==> src/rtl/spmv_mem_pkg.sv <==
// Shared definitions for the SpMV memory arbiter: widths, store stride,
// load-tag bit layout, FSM state encoding and pop-source encoding.
package spmv_mem_pkg;

    localparam int unsigned MAX_OUT_DEFAULT = 32;
    localparam int unsigned ADDR_W          = 48;
    localparam int unsigned DATA_W          = 64;
    localparam int unsigned ST_STRIDE       = 8;

    // Load tag layout: bit0 selects cache (1) or decoder (0);
    // bits [2:1] carry the decoder's own tag.
    localparam int unsigned TAG_SRC_BIT = 0;
    localparam int unsigned TAG_DEC_LSB = 1;
    localparam int unsigned TAG_DEC_MSB = 2;

    typedef enum logic [1:0] {
        ARB_IDLE  = 2'd0,
        ARB_RUN   = 2'd1,
        ARB_DRAIN = 2'd2
    } arb_state_t;

    typedef enum logic [1:0] {
        SRC_NONE = 2'd0,
        SRC_ST   = 2'd1,
        SRC_CL   = 2'd2,
        SRC_DL   = 2'd3
    } pop_src_t;

    // Build the d_or_tag word carried by a load request.
    function automatic logic [DATA_W-1:0] load_tag(input logic i_cache, input logic [1:0] i_dtag);
        logic [DATA_W-1:0] tag;
        tag = '0;
        if (i_cache) begin
            tag[TAG_SRC_BIT] = 1'b1;
        end else begin
            tag[TAG_DEC_MSB:TAG_DEC_LSB] = i_dtag;
        end
        return tag;
    endfunction

endpackage

==> src/rtl/spmv_credit_counter.sv <==
// Outstanding-load counter: +1 per load pop, -1 per memory response,
// saturating at 0 and at MAX_OUT.
module spmv_credit_counter
    import spmv_mem_pkg::*;
#(
    parameter int unsigned MAX_OUT = MAX_OUT_DEFAULT
) (
    input  logic clk,
    input  logic rst,
    input  logic i_inc,
    input  logic i_dec,
    output logic o_avail,
    output logic o_nonzero
);

    localparam int unsigned    CW    = $clog2(MAX_OUT + 1);
    localparam logic [CW-1:0]  LIMIT = CW'(MAX_OUT);

    logic [CW-1:0] r_count;

    // Count loads in flight; simultaneous inc and dec cancel out.
    always_ff @(posedge clk) begin
        if (rst) begin
            r_count <= '0;
        end else if (i_inc && !i_dec) begin
            if (r_count != LIMIT) begin
                r_count <= r_count + 1'b1;
            end
        end else if (i_dec && !i_inc) begin
            if (r_count != '0) begin
                r_count <= r_count - 1'b1;
            end
        end
    end

    assign o_avail   = (r_count < LIMIT);
    assign o_nonzero = (r_count != '0);

endmodule

==> src/rtl/spmv_mem_arbiter.sv <==
// SpMV memory arbiter: merges a store stream (bounded address window) with
// two load FIFOs onto one memory request port and routes load responses
// back to the cache or decoder by tag.
module spmv_mem_arbiter
    import spmv_mem_pkg::*;
#(
    parameter int unsigned MAX_OUT = MAX_OUT_DEFAULT
) (
    input  logic              clk,
    input  logic              rst,
    input  logic              cfg_ld,
    input  logic [ADDR_W-1:0] cfg_base,
    input  logic [ADDR_W-1:0] cfg_end,
    input  logic              st_valid,
    output logic              st_pop,
    input  logic [DATA_W-1:0] st_data,
    input  logic              cl_valid,
    output logic              cl_pop,
    input  logic [ADDR_W-1:0] cl_addr,
    input  logic              dl_valid,
    output logic              dl_pop,
    input  logic [ADDR_W-1:0] dl_addr,
    input  logic [1:0]        dl_tag,
    output logic              req_mem_ld,
    output logic              req_mem_st,
    output logic [ADDR_W-1:0] req_mem_addr,
    output logic [DATA_W-1:0] req_mem_d_or_tag,
    input  logic              req_mem_stall,
    input  logic              rsp_mem_push,
    input  logic [2:0]        rsp_mem_tag,
    input  logic [DATA_W-1:0] rsp_mem_q,
    output logic              rsp_mem_stall,
    input  logic              rsp_downstream_full,
    output logic              cache_rsp_push,
    output logic              dec_rsp_push,
    output logic [1:0]        rsp_tag,
    output logic [DATA_W-1:0] rsp_q,
    output logic              busy
);

    arb_state_t        r_state;
    logic [ADDR_W-1:0] r_st_addr;
    logic [ADDR_W-1:0] r_end;
    logic              r_rr_dl;

    pop_src_t          r_s1_src;
    logic [ADDR_W-1:0] r_s1_addr;

    logic              r_req_ld;
    logic              r_req_st;
    logic [ADDR_W-1:0] r_req_addr;
    logic [DATA_W-1:0] r_req_d;

    logic              r_rsp_stall;
    logic              r_cache_push;
    logic              r_dec_push;
    logic [1:0]        r_rsp_tag;
    logic [DATA_W-1:0] r_rsp_q;

    pop_src_t          w_grant;
    logic              w_pop_ok;
    logic              w_st_ok;
    logic              w_credit_avail;
    logic              w_outstanding_nz;
    logic              w_ld_pop;

    assign w_pop_ok = !rst && !req_mem_stall;
    assign w_st_ok  = (r_state == ARB_RUN) && (r_st_addr != r_end) && st_valid;
    assign w_ld_pop = (w_grant == SRC_CL) || (w_grant == SRC_DL);

    // Pick at most one FIFO to pop: stores first, then round-robin loads.
    always_comb begin
        w_grant = SRC_NONE;
        if (w_pop_ok) begin
            if (w_st_ok) begin
                w_grant = SRC_ST;
            end else if (w_credit_avail) begin
                if (r_rr_dl) begin
                    if (dl_valid)      w_grant = SRC_DL;
                    else if (cl_valid) w_grant = SRC_CL;
                end else begin
                    if (cl_valid)      w_grant = SRC_CL;
                    else if (dl_valid) w_grant = SRC_DL;
                end
            end
        end
    end

    assign st_pop = (w_grant == SRC_ST);
    assign cl_pop = (w_grant == SRC_CL);
    assign dl_pop = (w_grant == SRC_DL);

    spmv_credit_counter #(
        .MAX_OUT (MAX_OUT)
    ) u_credit (
        .clk       (clk),
        .rst       (rst),
        .i_inc     (w_ld_pop),
        .i_dec     (rsp_mem_push),
        .o_avail   (w_credit_avail),
        .o_nonzero (w_outstanding_nz)
    );

    // Store-window FSM; a reload from any state restarts the window.
    always_ff @(posedge clk) begin
        if (rst) begin
            r_state   <= ARB_IDLE;
            r_st_addr <= '0;
            r_end     <= '0;
        end else if (cfg_ld) begin
            r_state   <= ARB_RUN;
            r_st_addr <= cfg_base;
            r_end     <= cfg_end;
        end else begin
            case (r_state)
                ARB_RUN: begin
                    if (st_pop) begin
                        r_st_addr <= r_st_addr + ADDR_W'(ST_STRIDE);
                    end
                    if (r_st_addr == r_end) begin
                        r_state <= ARB_DRAIN;
                    end
                end
                ARB_DRAIN: begin
                    if (!w_outstanding_nz) begin
                        r_state <= ARB_IDLE;
                    end
                end
                default: r_state <= ARB_IDLE;
            endcase
        end
    end

    // Round-robin pointer hands priority to the other load FIFO after a grant.
    always_ff @(posedge clk) begin
        if (rst) begin
            r_rr_dl <= 1'b0;
        end else if (w_grant == SRC_CL) begin
            r_rr_dl <= 1'b1;
        end else if (w_grant == SRC_DL) begin
            r_rr_dl <= 1'b0;
        end
    end

    // Two-stage request pipeline: remember the pop, then merge FIFO data
    // (valid one cycle after the pop) into the registered request.
    always_ff @(posedge clk) begin
        if (rst) begin
            r_s1_src   <= SRC_NONE;
            r_s1_addr  <= '0;
            r_req_ld   <= 1'b0;
            r_req_st   <= 1'b0;
            r_req_addr <= '0;
            r_req_d    <= '0;
        end else begin
            r_s1_src   <= w_grant;
            r_s1_addr  <= r_st_addr;
            r_req_ld   <= 1'b0;
            r_req_st   <= 1'b0;
            r_req_addr <= '0;
            r_req_d    <= '0;
            case (r_s1_src)
                SRC_ST: begin
                    r_req_st   <= 1'b1;
                    r_req_addr <= r_s1_addr;
                    r_req_d    <= st_data;
                end
                SRC_CL: begin
                    r_req_ld   <= 1'b1;
                    r_req_addr <= cl_addr;
                    r_req_d    <= load_tag(1'b1, 2'b00);
                end
                SRC_DL: begin
                    r_req_ld   <= 1'b1;
                    r_req_addr <= dl_addr;
                    r_req_d    <= load_tag(1'b0, dl_tag);
                end
                default: ;
            endcase
        end
    end

    // Register responses and steer the push strobe by the source tag bit.
    always_ff @(posedge clk) begin
        if (rst) begin
            r_rsp_stall  <= 1'b0;
            r_cache_push <= 1'b0;
            r_dec_push   <= 1'b0;
            r_rsp_tag    <= '0;
            r_rsp_q      <= '0;
        end else begin
            r_rsp_stall  <= rsp_downstream_full;
            r_cache_push <= rsp_mem_push &  rsp_mem_tag[TAG_SRC_BIT];
            r_dec_push   <= rsp_mem_push & ~rsp_mem_tag[TAG_SRC_BIT];
            r_rsp_tag    <= rsp_mem_tag[TAG_DEC_MSB:TAG_DEC_LSB];
            r_rsp_q      <= rsp_mem_q;
        end
    end

    assign req_mem_ld       = r_req_ld;
    assign req_mem_st       = r_req_st;
    assign req_mem_addr     = r_req_addr;
    assign req_mem_d_or_tag = r_req_d;
    assign rsp_mem_stall    = r_rsp_stall;
    assign cache_rsp_push   = r_cache_push;
    assign dec_rsp_push     = r_dec_push;
    assign rsp_tag          = r_rsp_tag;
    assign rsp_q            = r_rsp_q;
    assign busy             = (r_state != ARB_IDLE) || w_outstanding_nz;

endmodule

==> config.mk <==
export PLATFORM = sky130hd
export DESIGN_NAME = spmv_mem_arbiter
export DESIGN_NICKNAME = d
export VERILOG_FILES = /design/src/rtl/spmv_mem_pkg.sv /design/src/rtl/spmv_credit_counter.sv /design/src/rtl/spmv_mem_arbiter.sv
export SDC_FILE = /design/constraint.sdc
export NUM_CORES = 1
export LEC_CHECK = 0
export ABC_AREA = 1
export CAP_MARGIN = 20
export CORE_AREA = 3 3 203 205
export DETAILED_ROUTE_END_ITERATION = 16
export DIE_AREA = 0 0 206 208
export DONT_BUFFER_PORTS = 1
export GPL_TIMING_DRIVEN = 1
export PLACE_DENSITY = 0.5
export REMOVE_ABC_BUFFERS = 1
export SETUP_SLACK_MARGIN = 0.3
export SLEW_MARGIN = 25
export SYNTH_ARGS = -nofsm -noshare
export SYNTH_HDL_FRONTEND = slang
export SYNTH_SLANG_ARGS = --single-unit
==> constraint.sdc <==
create_clock -name clk -period 5.4 [get_ports clk]
set_clock_uncertainty 0.15 [all_clocks]
set_input_delay 0.54 -clock clk [delete_from_list [all_inputs] [get_ports clk]]
set_output_delay 0.54 -clock clk [all_outputs]
set_load 0.05 [all_outputs]
After elaboration in Yosys (flattened, before gate mapping)
Cells that the tools add are included.

storage, ports and cells
  bits in registers = 338
  input bits = 334
  word-level logic and storage cells = 89
  output and inout port bits = 187

cells by class
  eq/ne operators = 16
  add/subtract/negate cells = 3
  bitwise operators = 3
  reductions and logical operators = 24
  order comparisons = 1
  mux-type cells = 25

operator list
  cell                                                    count
  one-hot mux 64 bit (3 select lines)                     1
  2-to-1 mux 48 bit                                       3
  one-hot mux 48 bit (3 select lines)                     1
  adder 48 x 4 -> 48 bit (second input constant)          1
  equality test 48 bit                                    1
  inequality test 48 bit                                  1
  2-to-1 mux 6 bit                                        4
  2-to-1 mux 2 bit                                        10
  nonzero test 2 bit                                      6
  equality test 2 bit (second input constant)             5
  adder 6 x 1 -> 6 bit (second input constant)            1
  equality test 2 x 1 -> 1 bit (second input constant)    3
  less-than comparator 6 bit (second input constant)      1
  inequality test 6 bit (second input constant)           1
  AND reduction 2 bit                                     3
  nonzero test 6 bit                                      1
  subtractor 6 x 1 -> 6 bit (second input constant)       1
  logical AND 1 bit                                       5
  2-to-1 mux 1 bit                                        5
  logical NOT 1 bit                                       4
  inequality test 2 bit (second input constant)           2
  one-hot mux 2 bit (2 select lines)                      1
  OR reduction 2 bit                                      2
  inequality test 3 x 2 -> 1 bit (second input constant)  1
  6 further kinds                                         8

Depth between registers and ports, before layout
Gate-level depths: netlist of run 1.

  depth in word-level cells = 12
  gate-level depth with buffers = 21
  mapped depth without buffers = 21

Hierarchy
From an unflattened synthesis of run 1, not the netlist that was laid out.

second synthesis, totals
  cell total of the unflattened synthesis = 1940
  area total of the unflattened synthesis = 13918.3 um^2

by module, submodules not included
  module               times used  cells each  seq. area each (um^2)  area an instance (um^2)
  spmv_mem_arbiter     1           1866        6646.4                 13400.4
  spmv_credit_counter  1           74          120.1                  518.0

Worst setup path before layout of run 1
No wires, ideal clock.

  path type = input -> register
  from = input port rst
  to = register u_credit.r_count[5]
  required time = 5130 ps
  slack = 2444 ps
  library setup time = 120 ps
  stages on the path = 15
  arrival = 2685 ps
  path buffers = 1
  cells stage by stage = clkbuf_1 -> nor2_1 -> o21ai_0 -> nor2_1 -> nand2_2 -> inv_1 -> ha_1 -> inv_1 -> ha_1 -> a21oi_1 -> o21ai_0 -> a21o_1 -> a21oi_1 -> xor2_1 -> a21oi_1

between the ends
  word-level cells in the longest chain between the ends = 9
  elaborated cells between the ends (all ways) = 14
  those cells by class = 3 x eq/ne; 2 x mux; 9 x reduce/logical

RTL lines
  what                           line                       RTL
  start: declaration             spmv_mem_arbiter.sv:10     input logic rst,
  logical NOT 1 bit              spmv_mem_arbiter.sv:67     assign w_pop_ok = !rst && !req_mem_stall;
  logical AND 1 bit              spmv_mem_arbiter.sv:67
  2-to-1 mux 2 bit               spmv_mem_arbiter.sv:74     if (w_pop_ok) begin
  equality test 2 bit            spmv_mem_arbiter.sv:69     assign w_ld_pop = (w_grant == SRC_CL) || (w_grant == SRC_DL);
  logical OR 1 bit               spmv_mem_arbiter.sv:69
  logical NOT 1 bit              spmv_credit_counter.sv:29  end else if (i_dec && !i_inc) begin
  logical AND 1 bit              spmv_credit_counter.sv:29
  nonzero test 2 bit (no line)   --
  AND reduction 3 bit (no line)  --
  end signal: assignment         spmv_credit_counter.sv:27  r_count <= r_count + 1'b1;
  end signal: assignment         spmv_credit_counter.sv:31  r_count <= r_count - 1'b1;
  end: declaration               spmv_credit_counter.sv:19  logic [CW-1:0] r_count;

Parallel ways exist; a longest one is shown, timed or not.
A chain may end at the register's enable or synchronous reset.

Worst setup path after layout of run 1
  from = register r_st_addr[7]
  to = register r_st_addr[5]

between the ends
  word-level cells in the longest chain between the ends = 8

RTL lines
  what                            line                     RTL
  start: declaration              spmv_mem_arbiter.sv:42   logic [ADDR_W-1:0] r_st_addr;
  start signal: assignment        spmv_mem_arbiter.sv:112  r_st_addr <= cfg_base;
  start signal: assignment        spmv_mem_arbiter.sv:118  r_st_addr <= r_st_addr + ADDR_W'(ST_STRIDE);
  inequality test 48 bit          spmv_mem_arbiter.sv:68   assign w_st_ok = (r_state == ARB_RUN) && (r_st_addr != r_end) && st_valid;
  logical AND 1 bit (2 in a row)  spmv_mem_arbiter.sv:68
  2-to-1 mux 2 bit                spmv_mem_arbiter.sv:75   if (w_st_ok) begin
  2-to-1 mux 2 bit                spmv_mem_arbiter.sv:74
  equality test 2 x 1 -> 1 bit    spmv_mem_arbiter.sv:89   assign st_pop = (w_grant == SRC_ST);
  nonzero test 2 bit (no line)    --
  AND reduction 2 bit (no line)   --

No other way between the ends.

==> run_results.csv, run 1 <==
group,metric,value,unit
outcome,outcome,"finished clean",
detailed_routing,drt_iter0_markers,828,
timing,setup_viol,0,
setup_path,crit_path_top_delay_cell,"inv_2",
cells_and_area,final_cells,2575,
setup_path,endpoint,"r_st_addr[5]",
cells_and_area,fin_util,42.5,%
cells_and_area,drive_above_1_share,5.78,%
setup_path,cp.arrival,3.80,ns
logic_synthesis,synth_area_leaders,"dfxtp_1 (50%), nand2_1 (15%), nor2_1 (8.5%)",
global_route,grt_pass1_wl,75.6,mm
pwr,leakagePower,7.65,nW
run,maxCapViolations,0,
timing,hold_viol_final,0,
setup_path,crit_type,"reg -> reg",
global_route,grt_most_used_layer,"met2",
cells_and_area,area_growth,24.3,%
cts,cts_buffers,38,
detailed_routing,routed_wl,52.2,mm
pwr,intPower,4.53,mW
global_route,grt_use_met3,6.21,%
worst_hold_path,hold_class,"in -> reg",
cts,h-tree-depth,2,
setup_path,cp-start-kind,"register",
setup_path,crit_start,"r_st_addr[7]",
logic_synthesis,yosysTopAreaCell,"dfxtp_1",
cts,clock_path_buffers,3,
logic_synthesis,synth_edf_count,0,
detailed_routing,drcViolationCount,0,
cts,clkSinkCount,338,
pwr,pwr-share-seq,46.4,%
place,port_buffers,0,
logic_synthesis,ys_ff_latch,338,
setup_path,path_cells,"inv_1, nand2_1, nand4_1, nor2_1, nand2_1, nor2_2, nand3_2, nand3_2, nand2_2, nand3_4, nand2_4, inv_2, nand2_1, nand2_1",
floorplan,die_area,42800,µm²
cts,cts_resized,0,
floorplan,die-height,208,µm
floorplan,start_util,34.2,%
logic_synthesis,syn_area_per_cell,7.14,µm²
detailed_routing,via_per_inst,4.73,
logic_synthesis,ys_warn_count,0,
pwr,power.density,375,nW/µm²
setup_path,cpMostUsedCell,"nand2_1",
setup_path,reg2reg_depth,14,
timing,rsz0062_at_grt,"false",
timing,setup_tns,0,ns
cells_and_area,final-seq-area,6770,µm²
cells_and_area,fin_nets,2356,
detailed_routing,postRouteAntennaNets,0,
timing,relSlewSlack,30.9,%
global_route,grt_pass1_vias,12200,
floorplan,die_x,206,µm
pwr,clkPwrFrac,42.2,%
cells_and_area,n_fill_cell,4105,
logic_synthesis,synth_cell_types,37,
timing,fin_crit_sh,64.2,%
setup_path,r2r_end,"r_st_addr[5]",
cts,cts_setup_buffers,0,
logic_synthesis,synth_area,13500,µm²
setup_path,slowest_delay,0.92,ns
detailed_routing,routedWlPerCell,20.3,µm
timing,maxSlewViolCount,0,
floorplan,core_area,39600,µm²
logic_synthesis,ys.flop_type,"dfxtp_1",
timing,timing.fmax,289,MHz
setup_path,r2r_slack,1.93,ns
global_route,grt_max_degree,181,
pwr,peakVddDrop,0.000187,V
cts,clkTransAtPathRegs,0.06,ns
pwr,p_switching,1.79,mW
global_route,met1_usage,27.0,%
setup_path,worst-path-max-fanout,44,
global_route,grt.total_usage,23.2,%
floorplan,io_pins,521,
pwr,combPwrFrac,11.4,%
global_route,grt-ovfl-total,0,
cts,cts_root_buf,"clkbuf_16",
cts,tritoncts,"yes",
cts,clk_latency,0.54,ns
logic_synthesis,syn-instance-count,1896,
logic_synthesis,ys_seq_area_share,50.0,%
logic_synthesis,synth.top_cell.area_share,50.0,%
timing,worst_pin_slew,1.03,ns
setup_path,cp_data_required_time,5.73,ns
cts,cts_hold_buf,164,
detailed_routing,vias,12200,
floorplan,rows,73,
logic_synthesis,synth.most_common_cell,"nand2_1",
setup_path,critPathCaptureType,"register",
place,numPlacedInstances,2336,
timing,fin_crit,3.47,ns
setup_path,r2r_start,"r_st_addr[7]",
detailed_routing,firstDrtPassIters,5,
global_route,met2_usage,40.2,%
logic_synthesis,async_flop_share,0,%
place,place_hpwl,37.0,mm
pwr,switching_share,28.3,%
worst_hold_path,holdPathStages,2,
global_route,antenna_found_initial,18,
cells_and_area,multi_input_area,5560,µm²
logic_synthesis,ys_top_cells_by_count,"nand2_1 (543), dfxtp_1 (338), nor2_1 (307)",
place,gp_congestion,0.873,
-- registers in the layout, summed over array words and instances, names as in the netlist --
register and cells:
r_rr_dl 1, rsp_q 64, r_st_addr 48, dec_rsp_push 1
req_mem_ld 1, r_state 2, rsp_mem_stall 1, r_s1_src 2
cache_rsp_push 1, req_mem_d_or_tag 64, req_mem_addr 48, r_s1_addr 48
rsp_tag 2, r_end 48, u_credit.r_count 6, req_mem_st 1
-- per-layer routing --
metal  vias to the layer above  wire length, µm
met4                        14             1670
met3                        91             3850
met2                       417            25700
met5                         -               86
li1                       6018                -
met1                      5650            20900
-- area by class of cell --
type / count / area share [%]
Clock inverter: 11 / 0.981
Multi-Input combinational cell: 1243 / 33.0
Tap cell: 525 / 3.90
Sequential cell: 338 / 40.2
Antenna cell: 9 / 0.134
Timing Repair Buffer: 169 / 10.2
Clock buffer: 55 / 6.57
Inverter: 225 / 5.05
-- worst max-delay path, delay by kind of cell, from the launching register on --
kind,cells,cell delay (ns)
buffers and inverters,2,1.00
flip-flops,1,0.43
AND/OR/NAND/NOR,12,1.76
-- cell usage in the layout, fill, tap and decap left out, types with 7 or more instances in the layout --
cell           synthesis  routed
nand2_1              543     543
dfxtp_1              338     338
nor2_1               307     305
inv_1                212     210
dlygate4sd3_1          0     163
nand3_1              111     111
o21ai_0               87      87
a21oi_1               48      48
clkbuf_16              0      39
xnor2_1               32      32
nand2_2               25      25
nor3_1                23      23
xor2_1                16      16
inv_2                 10      10
diode_2                0       9
clkbuf_1              70       9
nor2_2                 8       8
nand4_1                7       7
clkbuf_8               0       7
-- power by group through the flow --
stage	logic [mW]	clock network (mW)	registers, mW
floorplan	0.448	0	2.94
global placement	0.577	0	2.98
detailed placement	0.591	0	2.99
CTS	0.726	2.74	2.93
global route	0.811	2.83	2.95
finish	0.720	2.67	2.93
-- cell families after synthesis --
logic type / after synthesis / share of synthesized area [%]
buf+inv: 315 / 9.10
fa+ha+maj: 7 / 0.702
simple gates: 1034 / 31.2
xor+xnor: 48 / 3.10
flops: 338 / 50.0
compound gates: 154 / 5.99
-- stage by stage --
step / power, mW / hold slack, ns / area (µm²) / worst slack (ns)
finish: 6.32 / 0.0373 / 16800 / 1.93
global route: 6.58 / 0.0265 / 16800 / 1.70
CTS: 6.40 / 0.00345 / 16800 / 1.93
detailed placement: 3.58 / 0.312 / 13900 / 1.95
global placement: 3.56 / 0.307 / 13900 / 1.98
floorplan: 3.39 / 0.287 / 13200 / 1.12
-- how the worst min path moves through the flow --
stage / from / to
after global routing: st_data[28] / req_mem_d_or_tag[28]
after detailed placement: r_st_addr[0] / r_s1_addr[0]
final: st_data[29] / req_mem_d_or_tag[29]
after CTS: cfg_ld / r_end[21]
after floorplan: r_st_addr[0] / r_s1_addr[0]
after global placement: r_end[20] / r_end[20]
(Power assumes the default switching activity.)
==> run 2: changes to the inputs <==
--- a/config.mk
+++ b/config.mk
@@ -12,7 +12,7 @@
 export DIE_AREA = 0 0 206 208
 export DONT_BUFFER_PORTS = 1
 export GPL_TIMING_DRIVEN = 1
-export PLACE_DENSITY = 0.5
+export PLACE_DENSITY = 0.52
 export REMOVE_ABC_BUFFERS = 1
 export SETUP_SLACK_MARGIN = 0.3
 export SLEW_MARGIN = 25
==> constraint.sdc (replaced) <==
create_clock -name clk -period 2.9 [get_ports clk]
set_clock_uncertainty 0.15 [all_clocks]
set_input_delay 0.29 -clock clk [delete_from_list [all_inputs] [get_ports clk]]
set_output_delay 0.29 -clock clk [all_outputs]
set_load 0.05 [all_outputs]
==> run_results.csv, run 2 <==
group,metric,value,unit
logic_synthesis,ys_warn_count,0,
logic_synthesis,syn_area_per_cell,7.14,µm²
cts,cts_hold_buf,497,
logic_synthesis,ys.flop_type,"dfxtp_1",
logic_synthesis,synth_edf_count,0,
floorplan,die_x,206,µm
floorplan,die-height,208,µm
logic_synthesis,synth_compound_area_share,5.99,%
logic_synthesis,yosys.area_share.simple,31.2,%
place,port_buffers,0,
cts,cts_buffers,41,
logic_synthesis,synthAdderAreaFrac,0.702,%
cts,clkSinkCount,338,
floorplan,start_util,34.2,%
place,place_hpwl,37.4,mm
place,numPlacedInstances,2405,
cts,cts_root_buf,"clkbuf_16",
cts,h-tree-depth,2,
floorplan,rows,73,
logic_synthesis,synth_xor_xnor_area_share,3.10,%
logic_synthesis,synth_area,13500,µm²
logic_synthesis,synth.most_common_cell,"nand2_1",
cts,cts_resized,47,
place,placed_area,14500,µm²
cts,clock_path_buffers,3,
logic_synthesis,yosysTopAreaCell,"dfxtp_1",
logic_synthesis,synth_top_family_by_area,"simple AND/OR/NAND/NOR gates",
logic_synthesis,synthMuxAreaShare,0,%
logic_synthesis,syn-instance-count,1896,
outcome,error,"[ERROR RSZ-0060] Max buffer count reached.",
logic_synthesis,ys_ff_latch,338,
logic_synthesis,synth.top_cell.area_share,50.0,%
cts,cts_setup_buffers,5,
outcome,stop_stage,"clock tree synthesis (4_1_cts)",
logic_synthesis,ys_top_cells_by_count,"nand2_1 (543), dfxtp_1 (338), nor2_1 (307)",
logic_synthesis,async_flop_share,0,%
logic_synthesis,synth_area_leaders,"dfxtp_1 (50%), nand2_1 (15%), nor2_1 (8.5%)",
place,gp_congestion,0.880,
floorplan,io_pins,521,
logic_synthesis,synth_cell_types,37,
outcome,outcome,"did not finish",
logic_synthesis,ys_seq_area_share,50.0,%
run 2: cell counts after synthesis:
Identical to the previous run, type by type.
run 2: kinds of logic after synthesis:
kind of cell | after synthesis
fa+ha+maj | 7
flops | 338
buf+inv | 315
simple gates | 1034
xor+xnor | 48
compound gates | 154
run 2: per-stage QoR:
stage          util (%)  hold WS, ns  setup WS, ns
2_1_floorplan         -        0.209         -1.38
3_3_place_gp       36.5        0.219       -0.0749
3_5_place_dp       36.5        0.222        -0.182
==> run 3: changes to the inputs <==
--- a/config.mk
+++ b/config.mk
@@ -7,14 +7,13 @@
 export LEC_CHECK = 0
 export ABC_AREA = 1
 export CAP_MARGIN = 20
-export CORE_AREA = 3 3 203 205
+export CORE_AREA = 3 3 200 202
 export DETAILED_ROUTE_END_ITERATION = 16
-export DIE_AREA = 0 0 206 208
+export DIE_AREA = 0 0 203 205
 export DONT_BUFFER_PORTS = 1
 export GPL_TIMING_DRIVEN = 1
-export PLACE_DENSITY = 0.52
+export PLACE_DENSITY_LB_ADDON = 0.15
 export REMOVE_ABC_BUFFERS = 1
-export SETUP_SLACK_MARGIN = 0.3
 export SLEW_MARGIN = 25
 export SYNTH_ARGS = -nofsm -noshare
 export SYNTH_HDL_FRONTEND = slang
==> constraint.sdc (replaced) <==
create_clock -name clk -period 3.75 [get_ports clk]
set_clock_uncertainty 0.15 [all_clocks]
set_input_delay 0.375 -clock clk [delete_from_list [all_inputs] [get_ports clk]]
set_output_delay 0.375 -clock clk [all_outputs]
set_load 0.05 [all_outputs]
==> run_results.csv, run 3 (synthesized netlist as in run 1, its figures left out) <==
group,metric,value,unit
outcome,outcome,"finished clean",
floorplan,core_area,38500,µm²
timing,relSlewSlack,40.5,%
timing,maxSlewViolCount,0,
cts,tritoncts,"yes",
setup_path,cp_data_required_time,3.22,ns
timing,hold_viol_final,0,
pwr,leakagePower,8.55,nW
cells_and_area,fin_nets,2535,
setup_path,crit_type,"reg -> out",
timing,worst_pin_slew,0.892,ns
cts,h-tree-depth,2,
run,maxCapViolations,0,
place,gp_congestion,0.848,
detailed_routing,vias,13100,
floorplan,die_area,41600,µm²
detailed_routing,drcViolationCount,0,
cts,cts_root_buf,"clkbuf_16",
cts,cts_setup_buffers,0,
cells_and_area,drive_above_1_share,5.86,%
global_route,grt.total_usage,24.2,%
floorplan,die_x,203,µm
cts,cts_resized,0,
floorplan,die-height,205,µm
detailed_routing,routedWlPerCell,19.3,µm
place,port_buffers,0,
worst_hold_path,hold_class,"in -> reg",
setup_path,worst-path-max-fanout,7,
cts,cts_buffers,39,
pwr,power.density,501,nW/µm²
global_route,antenna_found_initial,15,
place,numPlacedInstances,2335,
floorplan,io_pins,521,
cells_and_area,area_growth,37.9,%
detailed_routing,drt_iter0_markers,770,
place,place_hpwl,36.0,mm
cts,clk_latency,0.55,ns
setup_path,r2r_slack,0.43,ns
cts,clkSinkCount,338,
timing,fin_crit_sh,92.5,%
cells_and_area,final_cells,2754,
setup_path,critPathCaptureType,"output port",
detailed_routing,via_per_inst,4.75,
cts,clock_path_buffers,3,
global_route,grt_pass1_vias,13000,
global_route,grt-ovfl-total,0,
setup_path,cp.arrival,2.94,ns
cells_and_area,fin_util,48.6,%
setup_path,cp-start-kind,"register",
global_route,grt_pass1_wl,77.6,mm
cts,clkTransAtPathRegs,0.06,ns
floorplan,rows,72,
timing,rsz0062_at_grt,"false",
cells_and_area,mostFrequentLayoutCells,"nand2_1 (543), dfxtp_1 (338), dlygate4sd3_1 (334), nor2_1 (305), inv_1 (210)",
floorplan,start_util,35.2,%
detailed_routing,routed_wl,53.1,mm
global_route,grt_max_degree,187,
cells_and_area,n_fill_cell,3772,
detailed_routing,postRouteAntennaNets,0,
timing,fin_crit,3.47,ns
timing,timing.fmax,288,MHz
cells_and_area,final_common_cell,"nand2_1",
cells_and_area,multi_input_area,5560,µm²
pwr,peakVddDrop,0.000307,V
detailed_routing,firstDrtPassIters,5,
cells_and_area,final-seq-area,6770,µm²
timing,setup_tns,0,ns
timing,setup_viol,0,
## run 3: timing repair
item / 4_1_cts / 5_1_grt
hold buffers: 336 / 0
endpoints found under the setup margin: 0 / 0
endpoints found under the hold margin: 332 / 0
## run 3: area by class of cell
type | instances | share of cell area [%]
clock inverter | 16 | 0.991
antenna | 16 | 0.214
tap | 518 | 3.47
timing repair buffer | 347 | 18.8
sequential | 338 | 36.2
multi-input combinational | 1243 | 29.8
inverter | 225 | 4.55
clock buffer | 51 | 5.96
## run 3: per-stage QoR
stage	setup WS (ns)	power, mW	instance area [µm²]	hold slack (ns)
floorplan	-0.528	4.88	13200	0.287
global placement	0.541	5.13	13900	0.303
detailed placement	0.418	5.14	13900	0.310
CTS	0.229	9.45	18600	0.00175
global route	0.0734	9.75	18700	0.0143
finish	0.282	9.36	18700	0.0239
## run 3: metal layers
| layer | up-vias | global-route usage [%] | wire length (µm) |
|---|---|---|---|
| li1 | 6386 | - | - |
| met1 | 6140 | 29.2 | 22100 |
| met2 | 462 | 42.1 | 26200 |
| met3 | 89 | 5.91 | 3340 |
| met4 | 6 | 8.69 | 1540 |
| met5 | - | 0 | 37 |
## run 3: final timing paths
kind | start | end | cells past startpoint
worst min-delay path | cfg_ld | r_st_addr[32] | 5
worst max-delay path | r_st_addr[7] | dl_pop | 14
worst min register to register | r_end[7] | r_end[7] | 2
worst max register to register | r_st_addr[7] | u_credit.r_count[5] | 19
## run 3: power breakdown
group          total (mW)  internal (mW)  switching [mW]
Combinational        1.23          0.552           0.681
Sequential           4.22           3.79           0.424
Clock                3.90           2.36            1.54
## run 3: critical path: stages, from the launching register on
cell and delay [ns]:
dfxtp_1 0.44, inv_1 0.09, nand2_1 0.06, nand4_1 0.14
nor2_1 0.13, nand2_1 0.07, nor2_2 0.13, nand3_2 0.17
nand3_2 0.13, nand2_2 0.08, nand2_1 0.09, dlygate4sd3_1 0.56
inv_1 0.05, nand2_1 0.06, inv_1 0.21
==> run 4: changes to the inputs <==
==> constraint.sdc (replaced) <==
create_clock -name clk -period 3.75 [get_ports clk]
set_clock_uncertainty 0.15 [all_clocks]
set_input_delay 0.375 -clock clk [delete_from_list [all_inputs] [get_ports clk]]
set_output_delay 0.375 -clock clk [all_outputs]
set_load 0.02 [all_outputs]
==> results of run 4 <==
The final DEF is identical to that of run 3. Status: finished clean.
Main changes from that run: setup slack after layout 0.282 ns -> 0.383 ns; total power 9.36 mW -> 9.16 mW; worst IR drop on VDD 0.000307 V -> 0.000303 V
